`config.mk`:
```
export PLATFORM = sky130hd
export DESIGN_NAME = input_debounce
export DESIGN_NICKNAME = d
export VERILOG_FILES = /design/src/rtl/input_debounce.sv
export SDC_FILE = /design/constraint.sdc
export NUM_CORES = 1
export LEC_CHECK = 0
export ABC_AREA = 1
export CORE_MARGIN = 5
export CORE_UTILIZATION = 55
export DETAILED_ROUTE_END_ITERATION = 10
export HOLD_SLACK_MARGIN = 0.03
export PLACE_DENSITY = 0.87
export SLEW_MARGIN = 15
export SYNTH_ARGS = -nofsm -noshare
export SYNTH_HDL_FRONTEND = slang
export SYNTH_SLANG_ARGS = --single-unit
```
`constraint.sdc`:
```
create_clock -name clk -period 1.7 [get_ports clk]
set_clock_uncertainty 0.05 [all_clocks]
set_input_delay 0.34 -clock clk [delete_from_list [all_inputs] [get_ports clk]]
set_output_delay 0.34 -clock clk [all_outputs]
set_load 0.02 [all_outputs]
```
`src/rtl/input_debounce.sv`:
```
// Debounces N push-buttons against a slow sample strobe derived from the divided clock.
// Emits registered levels plus one-clk press, release and auto-repeat pulses.
//
//  state | meaning
//  IDLE  | released, waiting for the first high sample
//  PCHK  | counting consecutive high samples toward acceptance
//  HELD  | pressed, counting toward the first repeat
//  RPT   | pressed, repeating every REPEAT_RATE samples
//  RCHK  | still pressed, counting consecutive low samples toward release
module input_debounce #(
  parameter int N_BTN          = 4,
  parameter int STABLE_SAMPLES = 4,
  parameter int REPEAT_DELAY   = 50,
  parameter int REPEAT_RATE    = 10
) (
  input  logic             clk,
  input  logic             rst_n,
  input  logic             sample_clk,
  input  logic [N_BTN-1:0] btn_raw,
  output logic [N_BTN-1:0] btn_level,
  output logic [N_BTN-1:0] btn_press,
  output logic [N_BTN-1:0] btn_release,
  output logic [N_BTN-1:0] btn_repeat
);

  localparam logic [7:0] STABLE_C = 8'(STABLE_SAMPLES);
  localparam logic [7:0] DELAY_C  = 8'(REPEAT_DELAY);
  localparam logic [7:0] RATE_C   = 8'(REPEAT_RATE);

  typedef enum logic [2:0] {IDLE, PCHK, HELD, RPT, RCHK} state_t;

  logic             s1, s2, s3;
  logic [N_BTN-1:0] raw_s1, raw_s2;
  logic             tick;

  always_ff @(posedge clk or negedge rst_n) begin
    if (!rst_n) begin
      s1     <= 1'b0;
      s2     <= 1'b0;
      s3     <= 1'b0;
      raw_s1 <= '0;
      raw_s2 <= '0;
    end else begin
      s1     <= sample_clk;
      s2     <= s1;
      s3     <= s2;
      raw_s1 <= btn_raw;
      raw_s2 <= raw_s1;
    end
  end

  // One clk-wide strobe per rising edge of the synchronised slow clock
  assign tick = s2 & ~s3;

  for (genvar g = 0; g < N_BTN; g++) begin : g_ch
    state_t     state_q, state_d;
    logic [7:0] cnt_q, cnt_d, rpt_q, rpt_d;
    logic       level_q, level_d;
    logic       press_q, press_d, rel_q, rel_d, rep_q, rep_d;
    logic [7:0] cnt_inc, rpt_inc;
    logic       raw;

    assign raw     = raw_s2[g];
    assign cnt_inc = cnt_q + 8'd1;
    assign rpt_inc = rpt_q + 8'd1;

    always_ff @(posedge clk or negedge rst_n) begin
      if (!rst_n) begin
        state_q <= IDLE;
        cnt_q   <= '0;
        rpt_q   <= '0;
        level_q <= 1'b0;
        press_q <= 1'b0;
        rel_q   <= 1'b0;
        rep_q   <= 1'b0;
      end else begin
        state_q <= state_d;
        cnt_q   <= cnt_d;
        rpt_q   <= rpt_d;
        level_q <= level_d;
        press_q <= press_d;
        rel_q   <= rel_d;
        rep_q   <= rep_d;
      end
    end

    always_comb begin
      state_d = state_q;
      cnt_d   = cnt_q;
      rpt_d   = rpt_q;
      level_d = level_q;
      press_d = 1'b0;
      rel_d   = 1'b0;
      rep_d   = 1'b0;
      if (tick) begin
        case (state_q)
          IDLE: begin
            if (raw) begin
              cnt_d   = 8'd1;
              state_d = PCHK;
            end
          end
          PCHK: begin
            if (!raw) begin
              cnt_d   = '0;
              state_d = IDLE;
            end else if (cnt_inc == STABLE_C) begin
              cnt_d   = '0;
              rpt_d   = '0;
              level_d = 1'b1;
              press_d = 1'b1;
              state_d = HELD;
            end else begin
              cnt_d = cnt_inc;
            end
          end
          HELD: begin
            if (!raw) begin
              cnt_d   = 8'd1;
              rpt_d   = '0;
              state_d = RCHK;
            end else if (REPEAT_DELAY != 0) begin
              if (rpt_inc == DELAY_C) begin
                rpt_d   = '0;
                rep_d   = 1'b1;
                state_d = RPT;
              end else begin
                rpt_d = rpt_inc;
              end
            end
          end
          RPT: begin
            if (!raw) begin
              cnt_d   = 8'd1;
              rpt_d   = '0;
              state_d = RCHK;
            end else if (rpt_inc == RATE_C) begin
              rpt_d = '0;
              rep_d = 1'b1;
            end else begin
              rpt_d = rpt_inc;
            end
          end
          RCHK: begin
            if (raw) begin
              // Glitch back to high: restart the repeat delay without a new press
              cnt_d   = '0;
              rpt_d   = '0;
              state_d = HELD;
            end else if (cnt_inc == STABLE_C) begin
              cnt_d   = '0;
              level_d = 1'b0;
              rel_d   = 1'b1;
              state_d = IDLE;
            end else begin
              cnt_d = cnt_inc;
            end
          end
          default: state_d = IDLE;
        endcase
      end
    end

    assign btn_level[g]   = level_q;
    assign btn_press[g]   = press_q;
    assign btn_release[g] = rel_q;
    assign btn_repeat[g]  = rep_q;
  end

endmodule
```
==> results of run 1 <==
[sequential cells by signal (all words and copies together) (netlist names)]
| register | count |
|---|---|
| g_ch.level_q | 4 |
| g_ch.press_q | 4 |
| raw_s1 | 4 |
| g_ch.rpt_q | 32 |
| s1 | 1 |
| g_ch.rel_q | 4 |
| s3 | 1 |
| g_ch.cnt_q | 32 |
| s2 | 1 |
| g_ch.rep_q | 4 |
| raw_s2 | 4 |
| g_ch.state_q | 12 |
[worst max-delay path, cell delays in order, from the launching register on]
cell and delay [ps]:
dfrtp_1 410, ha_2 260, nand3_4 130, xor2_4 250
inv_2 90, nor2_2 90, nand3b_1 140, nand3_2 110
nand2_1 80, nand2_1 70, nand2_1 60
[cell type report]
type,count,area (µm²),share of cell area (%)
multi-input combinational,654,4260,48.0
sequential,103,2590,29.2
timing repair buffer,110,992,11.2
inverter,133,527,5.94
clock buffer,11,253,2.85
tap,147,184,2.07
clock inverter,5,63.8,0.719
[what timing repair did]
action,4_1_cts,5_1_grt
pin swaps,22,82
resized for setup,80,192
hold buffers,1,0
setup endpoints to repair,54,80
gates cloned,3,0
setup buffers,10,19
endpoints found under the hold margin,28,0
[routing by layer]
layer  global-route usage [%]  vias to the layer above
li1                         -                     3094
met3                     5.84                       62
met5                        0                        -
met1                     28.5                     3118
met4                     7.80                        0
met2                     37.9                      239
[logic make-up after synthesis]
group / share of synthesized area (%)
compound gates: 11.0
xor+xnor: 0.922
fa+ha+maj: 2.45
buf+inv: 10.1
flops: 38.8
simple gates: 36.8
[where the power goes]
part	switching, mW	leakage [nW]	total [mW]	internal [mW]
clock	0.978	0.153	2.21	1.24
sequential	0.310	1.37	3.03	2.72
combinational	2.73	2.64	4.25	1.52
[stage by stage]
| step | util [%] | TNS (ps) | hold slack [ps] | power (mW) | setup WS (ps) |
|---|---|---|---|---|---|
| 2_1_floorplan | - | 0 | -5.59 | 5.26 | 9.95 |
| 3_3_place_gp | 61.9 | -231 | 248 | 6.08 | -39.7 |
| 3_5_place_dp | 61.9 | -1580 | 254 | 6.17 | -114 |
| 4_1_cts | 67.9 | -565 | 316 | 8.75 | -59.4 |
| 5_1_grt | 74.5 | -9590 | 317 | 9.98 | -289 |
| 6_report | 74.5 | -3350 | 312 | 9.49 | -148 |
[cells in the final DEF, fill, tap and decap left out, types with 18 or more instances in the layout]
cell     instances
buf_4           67
nor2_1          58
nand3_2         24
o21ai_0         31
nand2_1        218
inv_2           26
dfrtp_1         91
buf_6           18
inv_1          104
nand2_2         61
nor2_4          29
nand3_1         44
[worst min path at each step]
stage               from                to  slack (ps)  cells past startpoint
5_1_grt        raw_s1[2]         raw_s2[2]         320                      0
4_1_cts        raw_s1[3]         raw_s2[3]         320                      0
3_3_place_gp       rst_n  g_ch[1].rpt_q[4]         250                      1
6_report       raw_s1[2]         raw_s2[2]         310                      0
3_5_place_dp       rst_n  g_ch[1].rpt_q[5]         250                      1
2_1_floorplan      rst_n  g_ch[0].cnt_q[0]          -6                      0
==> impl_metrics.yaml, run 1 <==
synthesis:
  synth_top_cell_by_area: "dfrtp_1"
  post_synthesis_cell_count: 909
  synth.distinct_cells: 44
  synth.cells.most_frequent: "273 x nand2_1, 120 x inv_1, 103 x dfrtp_1"
  synthesized_area_divided_by_synthesized_cell_count_um2: 7.31
  synth_enable_flop_cells: 0
  syn_nets: 929
  synth_top_flop_cell: "dfrtp_1"
  register_bit_count_reported_by_yosys: 103
  post_synth_main_area_contributors: "dfrtp_1 39%, nand2_1 15%, inv_1 6.8%, nand3_1 5.1%, nor2_1 4.6%"
  syn-cell-area_um2: 6650
  async_reset_ff_share_pct: 100
  synth_most_common_cell: "nand2_1"
  synth_top_cell_area_share_pct: 38.8
  synth_sequential_area_ratio_pct: 38.8
  synth.yosys.warnings: 0
grt:
  grt_usage_pct: 22.6
  initial_antenna_violation_count: 0
  maximum_number_of_pins_on_one_net_before_global_route_repair: 52
  wire_length_of_the_first_global_routing_pass_um: 26800
  gr-total-overflow: 0
  vias_in_the_first_global_route: 6051
detailed_routing:
  wl_met2_um: 9430
  route.layer.met1.wl_um: 7480
  first_iter_violations: 635
  totalWireLength_um: 18400
  met3_wirelength_um: 959
  residual_drc: 0
  ant_nets: 0
  routed_via_density: 5.60
  avgRoutedWirePerCell_um: 15.8
  dr_total_vias: 6513
  dr.max_layer_used: "met4"
  drt-pass1-iter-count: 5
timing:
  fmaxAchievable_ghz: 0.541
  worst_pin_slew_ps: 421
  finalMaxSlewViolations: 0
  final_setup_viols: 47
  final_min_period_over_clock_period_pct: 109
  grt_setup_unrepaired: "true"
  worst_slew_margin_rel_pct: 71.9
  finalWorstSetupSlack_ps: -148
  finalWorstPathRequiredPeriod_ps: 1850
  report.final.hold_viol_count: 0
power:
  powerDensity_nw_per_um2: 1070
  vdd_ir_drop_max_v: 0.000681
  total_leakage_power_nw: 4.16
layout:
  design_area_um2: 8870
  final_nets: 1031
  diodes: 0
  drive_gt1_share_pct: 35.5
  area.growth.synth_to_final_pct: 33.5
  filler_cell_count: 739
  final_cells: 1163
placement:
  gp_congestion: 0.907
  detailed_place_hpwl_um: 10300
  placedInstanceArea_um2: 7370
  place_inst: 1116
  port-buffer-count: 22
clock_tree:
  htreeDepth: 3
  tritoncts: "yes"
  max-clock-path-buffers: 2
  cts.sinks: 103
  clock_latency_reported_for_the_late_side_of_the_worst_skew_pair_ps: 360
  number_of_clock_buffers_inserted_by_tritoncts: 9
  clock-root-buffer: "clkbuf_16"
  clk_pin_slew_worst_paths_ps: 70
die:
  die-area_um2: 14400
  fp.dieW_um: 120
  initial_core_util_pct: 55.8
  num_rows: 40
  coreArea_um2: 11900
  die_h_um: 120
  design.portCount: 23
outcome:
  failed_checks: "setup timing"
  outcome: "finished with violations"
critical_path:
  r2r_setup_slack_ps: -150
  critPathLaunchType: "flip-flop"
  worst-endpoint-arrival_ps: 2050
  ff2ff_path_depth: 10
  reg2reg_from: "g_ch[1].rpt_q[0]"
  path_max_fanout: 3
  timing.critical_path.from: "g_ch[1].rpt_q[0]"
  setup_crit_end: "g_ch[1].rpt_q[3]"
  worst_setup_path_end_kind: "flip-flop"
  timing.rr.end: "g_ch[1].rpt_q[3]"
  worstPathRequired_ps: 1910
  path_class: "flip-flop to flip-flop"
hold_path:
  timing.hold.worst.class: "flip-flop to flip-flop"
run:
  maxCapViolCount: 0
No activity file was read; power rests on OpenSTA's default activity.
==> run 2: changes to the inputs <==
--- a/config.mk
+++ b/config.mk
@@ -7,10 +7,10 @@
 export LEC_CHECK = 0
 export ABC_AREA = 1
 export CORE_MARGIN = 5
-export CORE_UTILIZATION = 55
+export CORE_UTILIZATION = 45
 export DETAILED_ROUTE_END_ITERATION = 10
 export HOLD_SLACK_MARGIN = 0.03
-export PLACE_DENSITY = 0.87
+export PLACE_DENSITY = 0.75
 export SLEW_MARGIN = 15
 export SYNTH_ARGS = -nofsm -noshare
 export SYNTH_HDL_FRONTEND = slang
==> run 2 against run 1 <==
Against the previous run: the run still ends with setup timing left; via count decreased by 4.3%; core utilization fell by 13 points; power is 3.0% lower; sequential share of layout area down 0.22 points; die area increased by 20%; sequential power barely moved; flip-flop and latch count unchanged; non-clock buffer count increased by 6; setup slack gained 17 ps; register-to-register slack better by 20 ps; largest power group unchanged; highest routed layer unchanged.
==> impl_metrics.yaml, run 2 (same netlist as run 1, synthesis figures left out) <==
detailed_routing:
  routed_via_density: 5.17
  first_iter_violations: 377
  avgRoutedWirePerCell_um: 13.3
  residual_drc: 0
  ant_nets: 0
  drt-pass1-iter-count: 5
  totalWireLength_um: 16000
  dr_total_vias: 6231
timing:
  grt_setup_unrepaired: "true"
  final_min_period_over_clock_period_pct: 108
  finalSetupTns_ps: -2700
  finalMaxSlewViolations: 0
  worst_slew_margin_rel_pct: 62.3
  finalWorstPathRequiredPeriod_ps: 1830
  worst_pin_slew_ps: 566
  final_setup_viols: 45
  fmaxAchievable_ghz: 0.546
  finalWorstSetupSlack_ps: -130
  report.final.hold_viol_count: 0
layout:
  layout_commonest_cell: "nand2_1"
  design_area_um2: 8950
  drive_gt1_share_pct: 34.8
  final_nets: 1037
  biggest_registers_after_layout: "g_ch.cnt_q x32, g_ch.rpt_q x32, g_ch.state_q x12"
  area.growth.synth_to_final_pct: 34.6
  diodes: 0
  final_cell_mix: "221 x nand2_1, 107 x inv_1, 89 x dfrtp_1"
hold_path:
  timing.hold.worst.class: "flip-flop to flip-flop"
  holdPathEnd: "raw_s2[1]"
  cell_depth_of_the_worst_min_delay_path: 0
  min-delay-start: "raw_s1[1]"
critical_path:
  path_class: "flip-flop to flip-flop"
  r2r_setup_slack_ps: -130
  worstPathRequired_ps: 1940
  ff2ff_path_depth: 9
  path_max_fanout: 8
  reg2reg_from: "raw_s2[0]"
  critPathLaunchType: "flip-flop"
  worst-endpoint-arrival_ps: 2070
  timing.rr.end: "g_ch[0].rpt_q[0]"
  worst_setup_path_end_kind: "flip-flop"
placement:
  placedInstanceArea_um2: 7390
  gp_congestion: 0.884
  detailed_place_hpwl_um: 10000
  port-buffer-count: 22
die:
  initial_core_util_pct: 45.7
  num_rows: 44
  fp.dieW_um: 132
  die-area_um2: 17300
  design.portCount: 23
  die_h_um: 132
  coreArea_um2: 14500
power:
  powerDensity_nw_per_um2: 1030
  cell_internal_pwr_mw: 5.32
  vdd_ir_drop_max_v: 0.000611
  total_leakage_power_nw: 4.21
  clock_power_share_pct: 20.9
  sw_frac_of_total_pct: 42.1
  power.share.sequential_pct: 33.0
  p_comb_share_pct: 46.1
  total_switching_power_mw: 3.88
outcome:
  outcome: "finished with violations"
  failed_checks: "setup timing"
clock_tree:
  cts.sinks: 103
  clk_pin_slew_worst_paths_ps: 60
  clock-root-buffer: "clkbuf_16"
  clock_latency_reported_for_the_late_side_of_the_worst_skew_pair_ps: 360
  htreeDepth: 3
  tritoncts: "yes"
  max-clock-path-buffers: 2
  number_of_clock_buffers_inserted_by_tritoncts: 9
run:
  maxCapViolCount: 0
grt:
  vias_in_the_first_global_route: 5631
  gr-total-overflow: 0
  grt_usage_pct: 16.6
  initial_antenna_violation_count: 0
  maximum_number_of_pins_on_one_net_before_global_route_repair: 104
  wire_length_of_the_first_global_routing_pass_um: 24800
[run 2: cell count changes in the layout (fill, tap and decap cells not counted), sizes merged]
cell	before	now
clkbuf	11	10
bufinv	1	0
dlygate4sd2	9	7
clkdlybuf4s50	5	8
dlymetal6s2s	7	6
buf	88	94
clkinv	3	4
inv	133	134
[run 2: power by group through the flow]
stage                     registers [mW]  clock network [mW]  logic (mW)
after floorplan                     2.99                   0        2.27
after global placement              2.99                   0        3.19
after detailed placement            2.99                   0        3.24
after CTS                           2.96                1.99        3.47
after global routing                3.08                2.08        4.62
final                               3.04                1.92        4.24
[run 2: what timing repair did]
item                       4_1_cts  5_1_grt
hold endpoints to repair        48        0
gates cloned                     1        2
hold buffers                     1        0
setup buffers                   11       24
setup endpoints to repair       47       84
pin swaps                       25       68
gates resized for setup         70      210
[run 2: metrics by stage]
stage	util, %	worst slack (ps)	hold slack (ps)	instances	power, mW
after floorplan	-	9.95	-5.59	909	5.26
after global placement	50.8	-58.2	283	1152	6.18
after detailed placement	50.8	-103	286	1152	6.24
after CTS	55.1	-62.0	301	1181	8.43
after global routing	61.6	-240	313	1206	9.78
final	61.6	-130	300	1206	9.20
[run 2: final cells by class]
type	instances	area, µm²
Clock buffer	10	229
Timing Repair Buffer	116	1040
Clock inverter	6	43.8
Sequential cell	103	2590
Fill cell	1169	5580
Multi-Input combinational cell	654	4280
Tap cell	184	230
Inverter	133	529
[run 2: worst max-delay path, cell delays in order (launching register included)]
cell and delay (ps):
dfrtp_2 420, inv_1 140, nand3_1 220, nand3_1 160, a211oi_4 270, buf_4 180
nand2_8 100, nor2_4 110, nand2_2 60, nand2_2 60
[run 2: worst max path at each step]
stage	start	end	slack, ps	cells past startpoint
after floorplan	g_ch[0].cnt_q[0]	g_ch[0].rpt_q[2]	10	12
after global placement	g_ch[0].rpt_q[0]	g_ch[0].state_q[0]	-60	11
after detailed placement	g_ch[0].rpt_q[0]	g_ch[0].state_q[1]	-100	10
after CTS	g_ch[0].rpt_q[1]	g_ch[0].state_q[2]	-60	12
after global routing	g_ch[2].rpt_q[2]	g_ch[2].state_q[1]	-240	9
final	raw_s2[0]	g_ch[0].rpt_q[0]	-130	9
[run 2: routing by layer]
layer,GRT usage (%),share of wire [%],vias up
met2,27.9,50,150
met5,0,0,-
met4,3.89,2.1,0
li1,-,-,3115
met1,21.4,43,2936
met3,4.51,4.9,30
==> run 3: changes to the inputs <==
--- a/config.mk
+++ b/config.mk
@@ -8,6 +8,7 @@
 export ABC_AREA = 1
 export CORE_MARGIN = 5
 export CORE_UTILIZATION = 45
+export CTS_BUF_LIST = sky130_fd_sc_hd__clkbuf_8 sky130_fd_sc_hd__clkbuf_16
 export DETAILED_ROUTE_END_ITERATION = 10
 export HOLD_SLACK_MARGIN = 0.03
 export PLACE_DENSITY = 0.75
==> run 3 against run 2 <==
Against the previous run: the run still ends with setup timing left; maximum frequency stayed put; core utilization stayed put; flip-flop and latch count stayed put; power hardly changed; global-route usage stayed put; clock-buffer cell count is 1 lower; setup slack hardly changed; register-to-register slack hardly changed.
==> impl_metrics.yaml, run 3 (same netlist as run 1, synthesis figures left out) <==
layout:
  biggest_registers_after_layout: "g_ch.cnt_q x32, g_ch.rpt_q x32, g_ch.state_q x12"
  utilization_pct: 61.6
  final_cells: 1206
  area.growth.synth_to_final_pct: 34.6
  drive_gt1_share_pct: 34.8
  final_nets: 1037
  diodes: 0
  design_area_um2: 8950
  final_cell_mix: "221 x nand2_1, 108 x inv_1, 89 x dfrtp_1"
  filler_cell_count: 1169
  layout_commonest_cell: "nand2_1"
timing:
  finalWorstPathRequiredPeriod_ps: 1830
  finalMaxSlewViolations: 0
  final_min_period_over_clock_period_pct: 108
  final_setup_viols: 45
  fmaxAchievable_ghz: 0.546
  grt_setup_unrepaired: "true"
  report.final.hold_viol_count: 0
  finalWorstSetupSlack_ps: -130
  worst_slew_margin_rel_pct: 62.3
  worst_pin_slew_ps: 566
detailed_routing:
  totalWireLength_um: 16000
  dr_total_vias: 6230
  residual_drc: 0
  drt-pass1-iter-count: 5
  routed_via_density: 5.17
  avgRoutedWirePerCell_um: 13.3
  ant_nets: 0
  first_iter_violations: 377
power:
  p_comb_share_pct: 46.1
  vdd_ir_drop_max_v: 0.000610
  total_switching_power_mw: 3.88
  total_leakage_power_nw: 4.21
  cell_internal_pwr_mw: 5.32
  powerDensity_nw_per_um2: 1030
  power.share.sequential_pct: 33.1
  clock_power_share_pct: 20.8
  sw_frac_of_total_pct: 42.2
critical_path:
  setup_crit_end: "g_ch[0].rpt_q[0]"
  critPathLaunchType: "flip-flop"
  critical_path_depth_in_cells: 9
  ff2ff_path_depth: 9
  worst_setup_path_end_kind: "flip-flop"
  path_class: "flip-flop to flip-flop"
  critical_path.max_stage_delay_ps: 420
  cp_cell_sequence: "inv_1 -> nand3_1 -> nand3_1 -> a211oi_4 -> buf_4 -> nand2_8 -> nor2_4 -> nand2_2 -> nand2_2"
  critical-path-top-delay-family: "simple AND/OR/NAND/NOR gates"
  path_max_fanout: 8
  reg2reg_from: "raw_s2[0]"
  timing.rr.end: "g_ch[0].rpt_q[0]"
  worst-endpoint-arrival_ps: 2070
  timing.critical_path.from: "raw_s2[0]"
  worst-path-buf-inv: 2
  r2r_setup_slack_ps: -130
  cpMaxStageDelayCell: "dfrtp_2"
  worstPathRequired_ps: 1940
clock_tree:
  clock_latency_reported_for_the_late_side_of_the_worst_skew_pair_ps: 360
  tritoncts: "yes"
  max-clock-path-buffers: 2
  cts.sinks: 103
  number_of_clock_buffers_inserted_by_tritoncts: 9
  clk_pin_slew_worst_paths_ps: 60
  clock-root-buffer: "clkbuf_16"
  htreeDepth: 3
die:
  die_h_um: 132
  coreArea_um2: 14500
  num_rows: 44
  die-area_um2: 17300
  design.portCount: 23
  initial_core_util_pct: 45.7
  fp.dieW_um: 132
grt:
  initial_antenna_violation_count: 0
  maximum_number_of_pins_on_one_net_before_global_route_repair: 104
  vias_in_the_first_global_route: 5631
  wire_length_of_the_first_global_routing_pass_um: 24800
  grt_usage_pct: 16.6
  gr-total-overflow: 0
placement:
  detailed_place_hpwl_um: 10000
  place_inst: 1152
  port-buffer-count: 22
  gp_congestion: 0.884
  placedInstanceArea_um2: 7390
outcome:
  failed_checks: "setup timing"
  outcome: "finished with violations"
run:
  maxCapViolCount: 0
hold_path:
  timing.hold.worst.class: "flip-flop to flip-flop"
==> run 3: metrics by stage <==
step	power [mW]	setup TNS, ps	worst slack, ps	hold WS [ps]
6_report	9.19	-2680	-130	300
4_1_cts	8.42	-245	-62.0	301
3_3_place_gp	6.18	-399	-58.2	283
3_5_place_dp	6.24	-1270	-103	286
2_1_floorplan	5.26	0	9.95	-5.59
5_1_grt	9.78	-7790	-240	313
==> run 3: timing repair <==
action | in CTS | in global routing
gates cloned | 1 | 2
buffers inserted | 11 | 24
hold buffers | 1 | 0
pin swaps | 25 | 68
resized for setup | 70 | 210
setup endpoints to repair | 47 | 84
hold endpoints to repair | 48 | 0
==> run 3: per-layer routing <==
layer  part of all wire [%]  up-vias  track usage [%]
met3                    4.9       30             4.51
met4                    2.1        0             3.89
met2                     50      152             27.9
li1                       -     3115                -
met5                      0        -                0
met1                     43     2933             21.4
==> run 3: worst min-delay path by stage <==
stage | start | cells past startpoint | endpoint | slack, ps
global route | raw_s1[2] | 0 | raw_s2[2] | 310
floorplan | rst_n | 0 | g_ch[0].cnt_q[0] | -6
CTS | raw_s1[1] | 0 | raw_s2[1] | 300
finish | raw_s1[1] | 0 | raw_s2[1] | 300
global placement | raw_s1[2] | 0 | raw_s2[2] | 280
detailed placement | raw_s1[1] | 0 | raw_s2[1] | 290
==> run 3: cell type report <==
| cell class | count | area [µm²] | area share [%] |
|---|---|---|---|
| Clock buffer | 9 | 225 | 2.52 |
| Clock inverter | 7 | 47.5 | 0.531 |
| Inverter | 133 | 529 | 5.91 |
| Multi-Input combinational cell | 654 | 4280 | 47.9 |
| Sequential cell | 103 | 2590 | 29.0 |
| Tap cell | 184 | 230 | 2.57 |
| Timing Repair Buffer | 116 | 1040 | 11.6 |
==> run 3: power by group through the flow <==
stage	logic (mW)	clock network, mW	registers (mW)
2_1_floorplan	2.27	0	2.99
3_3_place_gp	3.19	0	2.99
3_5_place_dp	3.24	0	2.99
4_1_cts	3.47	1.98	2.96
5_1_grt	4.62	2.08	3.08
6_report	4.24	1.92	3.04
